$ cat src/rtl/arch_defs_pkg.sv
// arch_defs_pkg: shared op/state types and carry helpers for the multi-byte ALU sequencer
//   alu_seq_op_t  : ADD/ADC/SUB/SBC/CMP operation codes
//   seq_state_t   : sequencer FSM states
//   is_sub        : op computes a + ~b + c
//   first_carry   : carry fed into the least-significant byte
package arch_defs_pkg;
   typedef enum logic [2:0] {
      OP_ADD = 3'd0,
      OP_ADC = 3'd1,
      OP_SUB = 3'd2,
      OP_SBC = 3'd3,
      OP_CMP = 3'd4
   } alu_seq_op_t;
   typedef enum logic [1:0] {
      S_IDLE  = 2'd0,
      S_RUN   = 2'd1,
      S_DRAIN = 2'd2,
      S_FIN   = 2'd3
   } seq_state_t;
   function automatic logic is_sub(alu_seq_op_t op);
      return (op == OP_SUB) || (op == OP_SBC) || (op == OP_CMP);
   endfunction
   // C=1 means "no borrow", so plain SUB/CMP start with carry set.
   function automatic logic first_carry(alu_seq_op_t op, logic cin);
      return (op == OP_ADD) ? 1'b0 : ((op == OP_ADC) || (op == OP_SBC)) ? cin : 1'b1;
   endfunction
endpackage

$ cat src/rtl/alu_byte_slice.sv
// alu_byte_slice: one byte of add/subtract-with-carry
//   a, b  : operand bytes
//   cin   : incoming carry (1 = no borrow when subtracting)
//   sub   : 1 selects a + ~b + cin
//   sum   : result byte
//   cout  : carry out of the byte
//   ovf   : signed overflow of this byte
module alu_byte_slice #(
   parameter int DATA_WIDTH = 8
) (
   input  logic [DATA_WIDTH-1:0] a,
   input  logic [DATA_WIDTH-1:0] b,
   input  logic                  cin,
   input  logic                  sub,
   output logic [DATA_WIDTH-1:0] sum,
   output logic                  cout,
   output logic                  ovf
);
   logic [DATA_WIDTH-1:0] bx;
   always_comb begin
      bx = sub ? ~b : b;
      {cout, sum} = {1'b0, a} + {1'b0, bx} + {{DATA_WIDTH{1'b0}}, cin};
      ovf = (a[DATA_WIDTH-1] == bx[DATA_WIDTH-1]) && (sum[DATA_WIDTH-1] != a[DATA_WIDTH-1]);
   end
endmodule

$ cat src/rtl/multi_byte_alu_seq.sv
// multi_byte_alu_seq: LSB-first multi-byte add/subtract/compare sequencer with ready/valid streams
//   clk, reset (async, active-low)
//   start/op/num_bytes/carry_in : operation request, sampled while idle
//   in_valid/in_ready/in_a/in_b : operand byte stream, LSB first
//   out_valid/out_ready/out_data: result byte stream, LSB first (silent for CMP)
//   busy, done                  : operation in progress / one-cycle completion pulse
//   flag_*_o                    : whole-word C/Z/N/V, updated on completion only
module multi_byte_alu_seq
   import arch_defs_pkg::*;
#(
   parameter int DATA_WIDTH = 8,
   parameter int MAX_BYTES  = 4,
   parameter int LEN_W      = $clog2(MAX_BYTES + 1)
) (
   input  logic                  clk,
   input  logic                  reset,
   input  logic                  start,
   input  alu_seq_op_t           op,
   input  logic [LEN_W-1:0]      num_bytes,
   input  logic                  carry_in,
   input  logic                  in_valid,
   input  logic [DATA_WIDTH-1:0] in_a,
   input  logic [DATA_WIDTH-1:0] in_b,
   output logic                  in_ready,
   output logic                  out_valid,
   output logic [DATA_WIDTH-1:0] out_data,
   input  logic                  out_ready,
   output logic                  busy,
   output logic                  done,
   output logic                  flag_carry_o,
   output logic                  flag_zero_o,
   output logic                  flag_negative_o,
   output logic                  flag_overflow_o
);
   seq_state_t            state;
   alu_seq_op_t           op_r;
   logic [LEN_W-1:0]      len_r;
   logic [LEN_W-1:0]      cnt;
   logic [LEN_W-1:0]      len_clamp;
   logic                  carry_r;
   logic                  zero_r;
   logic                  neg_r;
   logic                  ovf_r;
   logic [DATA_WIDTH-1:0] sum;
   logic                  cout;
   logic                  ovf;
   logic                  last;
   alu_byte_slice #(.DATA_WIDTH(DATA_WIDTH)) u_slice (
      .a    (in_a),
      .b    (in_b),
      .cin  (carry_r),
      .sub  (is_sub(op_r)),
      .sum  (sum),
      .cout (cout),
      .ovf  (ovf)
   );
   // A new pair may enter whenever the output register is empty or being emptied.
   assign in_ready  = (state == S_RUN) && (!out_valid || out_ready);
   assign len_clamp = (num_bytes > LEN_W'(MAX_BYTES)) ? LEN_W'(MAX_BYTES) : num_bytes;
   assign last      = (cnt == len_r - LEN_W'(1));
   always_ff @(posedge clk or negedge reset) begin
      if (!reset) begin
         state           <= S_IDLE;
         op_r            <= OP_ADD;
         len_r           <= '0;
         cnt             <= '0;
         carry_r         <= 1'b0;
         zero_r          <= 1'b0;
         neg_r           <= 1'b0;
         ovf_r           <= 1'b0;
         out_valid       <= 1'b0;
         out_data        <= '0;
         busy            <= 1'b0;
         done            <= 1'b0;
         flag_carry_o    <= 1'b0;
         flag_zero_o     <= 1'b0;
         flag_negative_o <= 1'b0;
         flag_overflow_o <= 1'b0;
      end else begin
         done <= 1'b0;
         case (state)
            S_IDLE: begin
               if (start && num_bytes == '0) done <= 1'b1;
               else if (start) begin
                  op_r    <= op;
                  len_r   <= len_clamp;
                  cnt     <= '0;
                  carry_r <= first_carry(op, carry_in);
                  zero_r  <= 1'b1;
                  busy    <= 1'b1;
                  state   <= S_RUN;
               end
            end
            S_RUN: begin
               if (out_valid && out_ready) out_valid <= 1'b0;
               if (in_valid && in_ready) begin
                  if (op_r != OP_CMP) begin
                     out_data  <= sum;
                     out_valid <= 1'b1;
                  end
                  carry_r <= cout;
                  zero_r  <= zero_r && (sum == '0);
                  neg_r   <= sum[DATA_WIDTH-1];
                  ovf_r   <= ovf;
                  cnt     <= cnt + LEN_W'(1);
                  if (last) state <= (op_r == OP_CMP) ? S_FIN : S_DRAIN;
               end
            end
            S_DRAIN: begin
               if (out_ready) begin
                  out_valid <= 1'b0;
                  state     <= S_FIN;
               end
            end
            S_FIN: begin
               flag_carry_o    <= carry_r;
               flag_zero_o     <= zero_r;
               flag_negative_o <= neg_r;
               flag_overflow_o <= ovf_r;
               done            <= 1'b1;
               busy            <= 1'b0;
               cnt             <= '0;
               carry_r         <= 1'b0;
               state           <= S_IDLE;
            end
            default: state <= S_IDLE;
         endcase
      end
   end
endmodule

$ cat config.mk
export PLATFORM = sky130hd
export DESIGN_NAME = multi_byte_alu_seq
export DESIGN_NICKNAME = d
export VERILOG_FILES = /design/src/rtl/arch_defs_pkg.sv /design/src/rtl/alu_byte_slice.sv /design/src/rtl/multi_byte_alu_seq.sv
export SDC_FILE = /design/constraint.sdc
export NUM_CORES = 1
export LEC_CHECK = 0
export BUFFER_PORTS_ARGS = -buffer_cell sky130_fd_sc_hd__buf_4
export CAP_MARGIN = 20
export CORE_MARGIN = 1
export CORE_UTILIZATION = 55
export CTS_BUF_LIST = sky130_fd_sc_hd__clkbuf_8
export CTS_CLUSTER_DIAMETER = 100
export CTS_CLUSTER_SIZE = 20
export DETAILED_ROUTE_END_ITERATION = 10
export PLACE_DENSITY = 0.81
export SLEW_MARGIN = 20
export SYNTH_ARGS = -nofsm -noshare
export SYNTH_HDL_FRONTEND = slang
export SYNTH_SLANG_ARGS = --single-unit
$ cat constraint.sdc
create_clock -name clk -period 3.83 [get_ports clk]
set_input_delay 0.766 -clock clk [delete_from_list [all_inputs] [get_ports clk]]
set_output_delay 0.766 -clock clk [all_outputs]
set_load 0.005 [all_outputs]
# ---- Yosys cells after proc, flatten, opt, wreduce, memory -nomap -nowiden
# Cells that the tools add are included.
dict set report classes {
  n_eq_ne 17
  n_reduce_logical 27
  n_bitwise 2
  addsub 4
  n_mux 31
  n_lt_le_gt_ge 1
}
# op count
set ops {}
lappend ops {{1-bit two-way mux} 14}
lappend ops {{3-bit two-way mux} 4}
lappend ops {{2-bit two-way mux} 5}
lappend ops {{8-bit by 8-bit adder with 9-bit output} 1}
lappend ops {{9-bit by 1-bit adder with 9-bit output} 1}
lappend ops {{3-bit by 2-bit equality test with 1-bit output (second input constant)} 3}
lappend ops {{3-bit one-hot mux with 3 select lines} 1}
lappend ops {{3-bit AND reduction} 3}
lappend ops {{8-bit zero test} 1}
lappend ops {{8-bit two-way mux} 1}
lappend ops {{2-bit inequality test (second input constant)} 4}
lappend ops {{8-bit inverter} 1}
lappend ops {{1-bit one-hot mux with 2 select lines} 4}
lappend ops {{2-bit one-hot mux with 4 select lines} 1}
lappend ops {{4-bit AND reduction} 2}
lappend ops {{1-bit logical AND} 6}
lappend ops {{3-bit zero test} 2}
lappend ops {{2-bit nonzero test} 3}
lappend ops {{5-bit AND reduction} 1}
lappend ops {{2-bit equality test (second input constant)} 2}
lappend ops {{1-bit logical OR} 4}
lappend ops {{2-bit AND reduction} 2}
lappend ops {{3-bit by 1-bit adder with 3-bit output (second input constant)} 1}
lappend ops {{3-bit by 1-bit equality test with 1-bit output (second input constant)} 1}
lappend ops {{other kinds (14)} 14}
dict set report totals {
  word_cells 98
  input_bits 28
  reg_bits 30
}

# ---- Depth between registers and ports, before layout
# Gate-level depths: netlist of run 1.
dict set report depth {
  word_depth 10
  mapped_depth 12
  ltp_nobuf 12
}

# ---- Modules after synthesis
# A second synthesis of run 1 with hierarchy kept.
dict set report hier_totals {
  cells_unflattened 188
  area_unflattened_um2 1985.7
}
# mod cells_each area_each_um2 seq_area_each_um2 n_inst
set by_module_without_submodules {}
lappend by_module_without_submodules {multi_byte_alu_seq 128 1520.2 750.7 1}
lappend by_module_without_submodules {alu_byte_slice 60 465.4 0.0 1}

# ---- Worst setup path before layout of run 1
# No wires, ideal clock.
dict set report synth_path {
  path_kind {register to register}
  startpoint {reg op_r[1]}
  endpoint {reg zero_r}
  synth_period_minus_slack_ps 3052
  slack_ps 778
  stages_incl_launch_ff 12
  t_required_ps 3735
  arrival_time_ps 2957
  setup_time_ps 95
  path_buffers 0
  cell_sequence {dfrtp_1 -> nor3_1 -> a21oi_2 -> xor2_1 -> fa_1 -> fa_1 -> nor2b_1 -> o21a_1 -> nor2_1 -> xnor2_1 -> or4_1 -> o31ai_1}
}
dict set report synth_via {
  elab_chain_cells 10
}
# element line
set synth_rtl {}
lappend synth_rtl {{from (decl)} multi_byte_alu_seq.sv:36} ;# alu_seq_op_t op_r;
lappend synth_rtl {{from (signal assigned)} multi_byte_alu_seq.sv:85} ;# op_r <= op;
lappend synth_rtl {{3-bit by 2-bit equality test with 1-bit output} arch_defs_pkg.sv:21} ;# return (op == OP_SUB) || (op == OP_SBC) || (op == OP_CMP);
lappend synth_rtl {{1-bit logical OR} arch_defs_pkg.sv:21}
lappend synth_rtl {{1-bit logical OR *} arch_defs_pkg.sv:21}
lappend synth_rtl {{8-bit two-way mux *} alu_byte_slice.sv:21} ;# bx = sub ? ~b : b;
lappend synth_rtl {{8-bit by 8-bit adder with 9-bit output *} alu_byte_slice.sv:22} ;# {cout, sum} = {1'b0, a} + {1'b0, bx} + {{DATA_WIDTH{1'b0}}, cin};
lappend synth_rtl {{9-bit by 1-bit adder with 9-bit output *} alu_byte_slice.sv:22}
lappend synth_rtl {{8-bit zero test *} multi_byte_alu_seq.sv:102} ;# zero_r <= zero_r && (sum == '0);
lappend synth_rtl {{1-bit logical AND *} multi_byte_alu_seq.sv:102}
lappend synth_rtl {{1-bit two-way mux *} multi_byte_alu_seq.sv:96} ;# if (in_valid && in_ready) begin
lappend synth_rtl {{1-bit one-hot mux with 2 select lines *} multi_byte_alu_seq.sv:81} ;# case (state)
lappend synth_rtl {{to (signal assigned)} multi_byte_alu_seq.sv:102}
lappend synth_rtl {{to (decl)} multi_byte_alu_seq.sv:41} ;# logic zero_r;
# Mark *: on every way between the ends. The rest lies on a longest branch, timed or not. The select of a mux whose other input is x is not followed.
# A chain may end at the register's enable or synchronous reset.

# ---- Worst setup path in the final report of run 1
# Ends and elaborated chain as after synthesis.

==> results by group, run 1 <==
Outcome
  – Run status: completed

Clock tree
  – CTS tree: yes
  – Resize count post-CTS: 0
  – # hold bufs at CTS: 0
  – Clock tree sinks: 30
  – Clock root cell: clkbuf_8
  – CTS max path bufs: 2
  – Worst-path clk slew: about 0.07 ns
  – CTS Buf Count: 5
  – Postcts setup bufs: 0
  – Skew-Pair Late Insertion Delay: ~0.28 ns
  – CTS H-Tree Depth: 2

Global routing
  – Wire length of the first global-routing pass: around 6500 um
  – Remaining Overflow, GRT: 0
  – Vias in the first global route: approximately 1500
  – Initial antenna violation count: 0
  – Tot GR Track Use: 0.252
  – Largest net degree at the start of global routing: 31

Worst setup path
  – CP required: 4.02 ns
  – CP max FO: 3
  – Slowest-stage cell, CP: or4_1
  – Worst endpoint data arrival time: ~3.4 ns
  – CP Launch Type: flip-flop
  – Worst setup EP type: flip-flop
  – Reg2reg setup slack: around 0.63 ns
  – Critical R2R Launch: op_r[1]
  – CP Buf/Inv Count: 0
  – CP cell instances: nor3_1 -> a21oi_2 -> xor2_1 -> fa_1 -> fa_1 -> nor2b_1 -> o21a_1 -> nor2_1 -> xnor2_1 -> or4_1 -> o31ai_1
  – WS Path Type: flip-flop to flip-flop
  – Critical path depth: 11
  – Reg2Reg Depth: 11
  – Reg-to-reg endpoint: zero_r
  – Crit-path most repeated cell: fa_1
  – Delay-heaviest family, CP: simple AND/OR/NAND/NOR gates
  – Slowest stage delay, CP: 0.50 ns

Yosys
  – Number of synthesized flops with an enable pin: 0
  – Synth Area in Adders: 0.122
  – Post-Synth XOR/XNOR Area: 0.0936
  – Synth top area share: 0.401
  – Largest area contributor in the netlist: dfrtp_1
  – Largest cells by area after synthesis: dfrtp_1 (40%), ha_1 (10%), xnor2_1 (7.5%), mux2_2 (6.0%), mux2_1 (3.0%)
  – Synth Area in Simple Gates: 0.0843
  – Sequential fraction of the synthesis area: 0.401
  – Synth Area in Compound Gates: 0.170
  – Netlist cell types: 41
  – Async S/R FF share, synth: 1.00
  – Instance count of the mapped netlist: 178
  – Yosys warnings: 0
  – Seq cells post-synth: 30
  – Mapped Nets: 223
  – Main flop type after synthesis: dfrtp_1
  – Syn Area/Cell: around 11 um2
  – Most frequent cells after synthesis: dfrtp_1 (30), xnor2_1 (16), ha_1 (15)
  – Largest family of logic cells by synthesized area: compound AO/OA/AOI/OAI gates
  – Multiplexer share of the synthesized area: 0.0903
  – Area of the mapped netlist: 0.00187 mm2
  – Most frequent cell after synthesis: dfrtp_1

Drt
  – Post-Route WL: between 4000 and 5000 um
  – DRC: 0
  – Routed vias: roughly 1500
  – Pre-antenna DRT Iters: 4
  – ANT nets after route: 0
  – Vias per inst: 5.52
  – DRT iter0 DRCs: 54
  – DR WL/cell: 14.9 um

Timing
  – Final Cycle Share: 0.834
  – Hold Fails Final Rpt: 0
  – Final setup fails: 0
  – Skew final: roughly 0.0038 ns
  – Slew @ Worst Pin: 0.805 ns
  – Pins Over Slew Limit: 0
  – Setup TNS: 0 ns
  – Maximum clock rate: 313 MHz
  – Max-slew headroom: 0.461
  – RSZ-0062 raised after global routing: false
  – Fin crit period: 3.20 ns

Min path
  – HP Class: input pin to asynchronous set/reset pin

Floorplanning
  – Core area: 0.00313 mm2
  – Die width: 60.3 um
  – Row count: 20
  – Starting density of the core: 0.598
  – Die ar.: 0.00364 mm2
  – Ports: 44
  – Die height: 60.3 um

Power
  – Static leakage: 1.11 nW
  – Tot Pwr: 2.10 mW
  – Peak supply drop: 0.000518 V
  – PD cells: 904 mW/mm2

Final layout
  – Diodes inserted: 0
  – Multi-input logic area: between 0.001 and 0.0015 mm2
  – Seq. cell area: 751 um2
  – Share of cells above drive strength 1: 0.307
  – # nets final: 269
  – Fillers: about 220
  – Synth-to-Final Area Change: 24.2%

Run
  – Max-cap violations: 0

Placement
  – GPL Wtd Cong: 0.910
  – HPWL after DPL: 3120 um
  – # port buffers: 43
==> metrics by stage <==
stage	hold WS (ns)	util	area [um2]	std cells	worst slack, ns
6_report	0.399	0.743	2320	269	0.635
5_1_grt	0.419	0.743	2320	269	0.453
4_1_cts	0.404	0.743	2320	269	0.619
3_5_place_dp	0.467	0.712	2230	261	0.564
3_3_place_gp	0.468	0.712	2230	261	0.677
2_1_floorplan	0.442	-	1870	178	0.778
==> cell usage in the layout, fill, tap and decap left out, types with 5 or more instances in the layout <==
cell       n
buf_4     44
clkbuf_8   6
dfrtp_1   30
ha_1      15
inv_1     10
mux2_1     5
mux2_2    10
nand2_1   13
nand2b_1   5
nor2_1     5
o21ai_0    6
o21ai_1    7
xnor2_1   16
==> registers in the layout, indices dropped and copies added (netlist names) <==
name and cells:
flag_overflow_o 1, flag_carry_o 1, zero_r 1, state 2, busy 1, flag_zero_o 1, done 1, len_r 3
op_r 3, neg_r 1, cnt 3, flag_negative_o 1, carry_r 1, ovf_r 1, out_valid 1, out_data 8
==> report_power, final <==
part / total, mW / internal, mW / switching [mW]
sequential: 0.554 / 0.459 / 0.0950
combinational: 1.28 / 0.622 / 0.655
clock: 0.270 / 0.144 / 0.125
total: 2.10 / 1.23 / 0.876
==> layout make-up <==
class / instances / share of cell area
Multi-Input combinational cell: 131 / 0.451
Sequential cell: 30 / 0.323
Timing Repair Buffer: 44 / 0.142
Clock buffer: 6 / 0.0355
Tap cell: 44 / 0.0237
Inverter: 12 / 0.0194
Clock inverter: 2 / 0.00539
==> kinds of logic (layout without fill, tap and decap cells) <==
group | Yosys count | in the layout
flip-flops | 30 | 30
multiplexers | 15 | 15
buffers and inverters | 17 | 64
AND/OR/NAND/NOR | 33 | 33
adder cells (fa/ha/maj) | 17 | 17
AO/OA/AOI/OAI | 46 | 46
XOR/XNOR | 20 | 20
==> worst max path at each step <==
stage                        from  endpoint  slack [ns]
after CTS                 op_r[2]    zero_r        0.62
final                     op_r[1]    zero_r        0.63
after detailed placement  in_b[0]    zero_r        0.56
after floorplan           op_r[1]    zero_r        0.78
after global routing      op_r[1]    zero_r        0.45
after global placement    in_b[0]    zero_r        0.68
==> routing by layer <==
metal	wire, um	share of wire	up-vias	global-route usage
li1	-	-	724	-
met1	1710	0.43	717	0.303
met2	2070	0.52	37	0.435
met3	150	0.037	8	0.0584
met4	75	0.019	0	0.0963
met5	0	0	-	0
No activity file was read; power rests on OpenSTA's default activity.
==> run 2: changes to the inputs <==
Clock period 3.83 ns to 3 ns, I/O delays scaled along.
==> run 2 against run 1 <==
Total power rose by 44%. Worst hold slack got worse by 0.17 ns. Flip-flop and latch count did not move. Wire length rose by 11%. Die area did not move. Highest routed layer unchanged.
==> results by group, run 2 (synthesized netlist as in run 1, its figures left out) <==
Placement
  – HPWL after DPL: 3260 um (+4.6%)
  – GPL Wtd Cong: 0.826 (-9.3%)
  – # port buffers: 43 (unchanged)

Timing
  – Maximum clock rate: 345 MHz (+10%)
  – Final setup fails: 0 (unchanged)
  – Max-slew headroom: 0.655 (+0.194)
  – Pins Over Slew Limit: 0 (unchanged)
  – Slew @ Worst Pin: 0.518 ns (-0.287 ns)
  – Skew final: 0.00852 ns (+0.00472 ns)
  – Fin crit period: 2.90 ns (-0.300 ns)
  – Final Cycle Share: 0.965 (+0.131)
  – Hold Fails Final Rpt: 0 (unchanged)
  – Worst hold margin: 0.232 ns (-0.167 ns)

Global routing
  – Initial antenna violation count: 0 (unchanged)
  – Vias in the first global route: 1558 (+7.0%)
  – Tot GR Track Use: 0.264 (+0.0120)
  – Wire length of the first global-routing pass: 7020 um (+7.4%)
  – Largest net degree at the start of global routing: 31 (unchanged)
  – Remaining Overflow, GRT: 0 (unchanged)

Final layout
  – Most frequent cells in the layout: buf_4 (52), dfrtp_1 (30), ha_1 (15), xnor2_1 (13), nand2_1 (13)
  – # nets final: 278 (+3.3%)
  – Diodes inserted: 0 (unchanged)
  – Most common cell after layout, fill and taps aside: buf_4
  – Synth-to-Final Area Change: 32.3%
  – Share of cells above drive strength 1: 0.380 (+0.0737)
  – Biggest register: out_data
  – Largest register FFs: 8 (unchanged)

Worst setup path
  – CP Launch Type: flip-flop
  – Worst endpoint data arrival time: 3.06 ns (-0.33 ns)
  – CP required: 3.17 ns (-0.85 ns)
  – Critical R2R Launch: op_r[1]
  – Worst setup EP type: flip-flop
  – Critical path launch point: op_r[1]
  – WS Path Type: flip-flop to flip-flop
  – CP max FO: 7 (+4)

Outcome
  – Run status: completed

Drt
  – Pre-antenna DRT Iters: 4 (unchanged)
  – DR WL/cell: 15.9 um (+7.0%)
  – DRT iter0 DRCs: 71 (+31%)
  – ANT nets after route: 0 (unchanged)
  – DRC: 0 (unchanged)
  – Vias per inst: 5.47 (-1.0%)
  – Routed vias: 1520 (+2.3%)
  – Post-Route WL: 4430 um (+11%)

Floorplanning
  – Die width: 60.3 um (unchanged)
  – Ports: 44 (unchanged)
  – Die height: 60.3 um (unchanged)
  – Core area: 0.00313 mm2 (unchanged)
  – Die ar.: 0.00364 mm2 (unchanged)
  – Starting density of the core: 0.598 (unchanged)
  – Row count: 20 (unchanged)

Min path
  – HP Class: input pin to asynchronous set/reset pin

Clock tree
  – CTS Buf Count: 5 (unchanged)
  – # hold bufs at CTS: 0 (unchanged)
  – Clock tree sinks: 30 (unchanged)
  – CTS H-Tree Depth: 2 (unchanged)
  – Worst-path clk slew: 0.07 ns (about the same)
  – CTS tree: yes
  – Skew-Pair Late Insertion Delay: 0.28 ns (about the same)
  – CTS max path bufs: 2 (unchanged)
  – Clock root cell: clkbuf_8

Power
  – Peak supply drop: 0.000761 V (+47%)
  – Tot Pwr: 3.03 mW (+44%)
  – Static leakage: 1.19 nW (+7.2%)
  – PD cells: 1230 mW/mm2 (+36%)

Run
  – Max-cap violations: 0 (unchanged)
## run 2: changes by cell type in the layout (fill, tap and decap cells not counted), sizes merged
cell,change
bufinv,+1
buf,+9
clkinv,+1
clkbuf,-1
clkinvlp,-1
## run 2: repair_timing
item | CTS | global route
setup endpoints to repair | 1 | 3
gates resized for setup | 2 | 10
gates cloned | 0 | 0
endpoints found under the hold margin | 0 | 0
setup buffers | 3 | 1
pin swaps | 1 | 3
## run 2: through the flow
stage,util,setup WS [ns],TNS [ns],std cells,cell area [um2]
5_1_grt,0.791,-0.0256,-0.0256,278,2470
4_1_cts,0.773,0.0300,0,277,2420
3_5_place_dp,0.728,-0.0322,-0.0322,266,2280
3_3_place_gp,0.728,0.0548,0,266,2280
6_report,0.791,0.105,0,278,2470
2_1_floorplan,-,0.00326,0,178,1880
## run 2: critical path: stages, from the launching register on
cell      delay (ns)
dfrtp_1         0.41
buf_4           0.16
a21oi_4         0.18
buf_6           0.18
xnor2_2         0.14
ha_1            0.27
nor2b_2         0.17
buf_4           0.13
buf_4           0.12
buf_4           0.12
o31ai_2         0.23
nand2b_1        0.11
a21oi_2         0.17
xnor2_2         0.10
mux2_1          0.29
## run 2: path summary, 6_finish.rpt
kind | endpoint | slack, ns | depth (start not counted)
worst max register to register | out_data[6] | 0.10 | 14
max in group asynchronous | out_data[0] | 2.49 | 1
min in group clk | neg_r | 0.48 | 2
worst max-delay path | out_data[6] | 0.10 | 14
worst min register to register | neg_r | 0.48 | 2
worst min-delay path | neg_r | 0.23 | 1
## run 2: per-layer routing
metal	share of wire	GRT usage
met2	0.52	0.471
met3	0.056	0.0476
met5	0	0
met1	0.41	0.321
met4	0.016	0.0797
## run 2: final cells by class
cell class	instances	area, um2
multi-input combinational	131	1110
clock inverter	3	40.0
tap	44	55.1
clock buffer	5	68.8
sequential	30	751
inverter	12	45.0
fill	212	653
timing repair buffer	53	402
## run 2: power by group
part	total [mW]	internal, mW	leakage, nW	switching, mW
logic	1.92	0.955	0.761	0.970
registers	0.709	0.586	0.374	0.122
clock network	0.400	0.244	0.0579	0.155
total	3.03	1.79	1.19	1.25
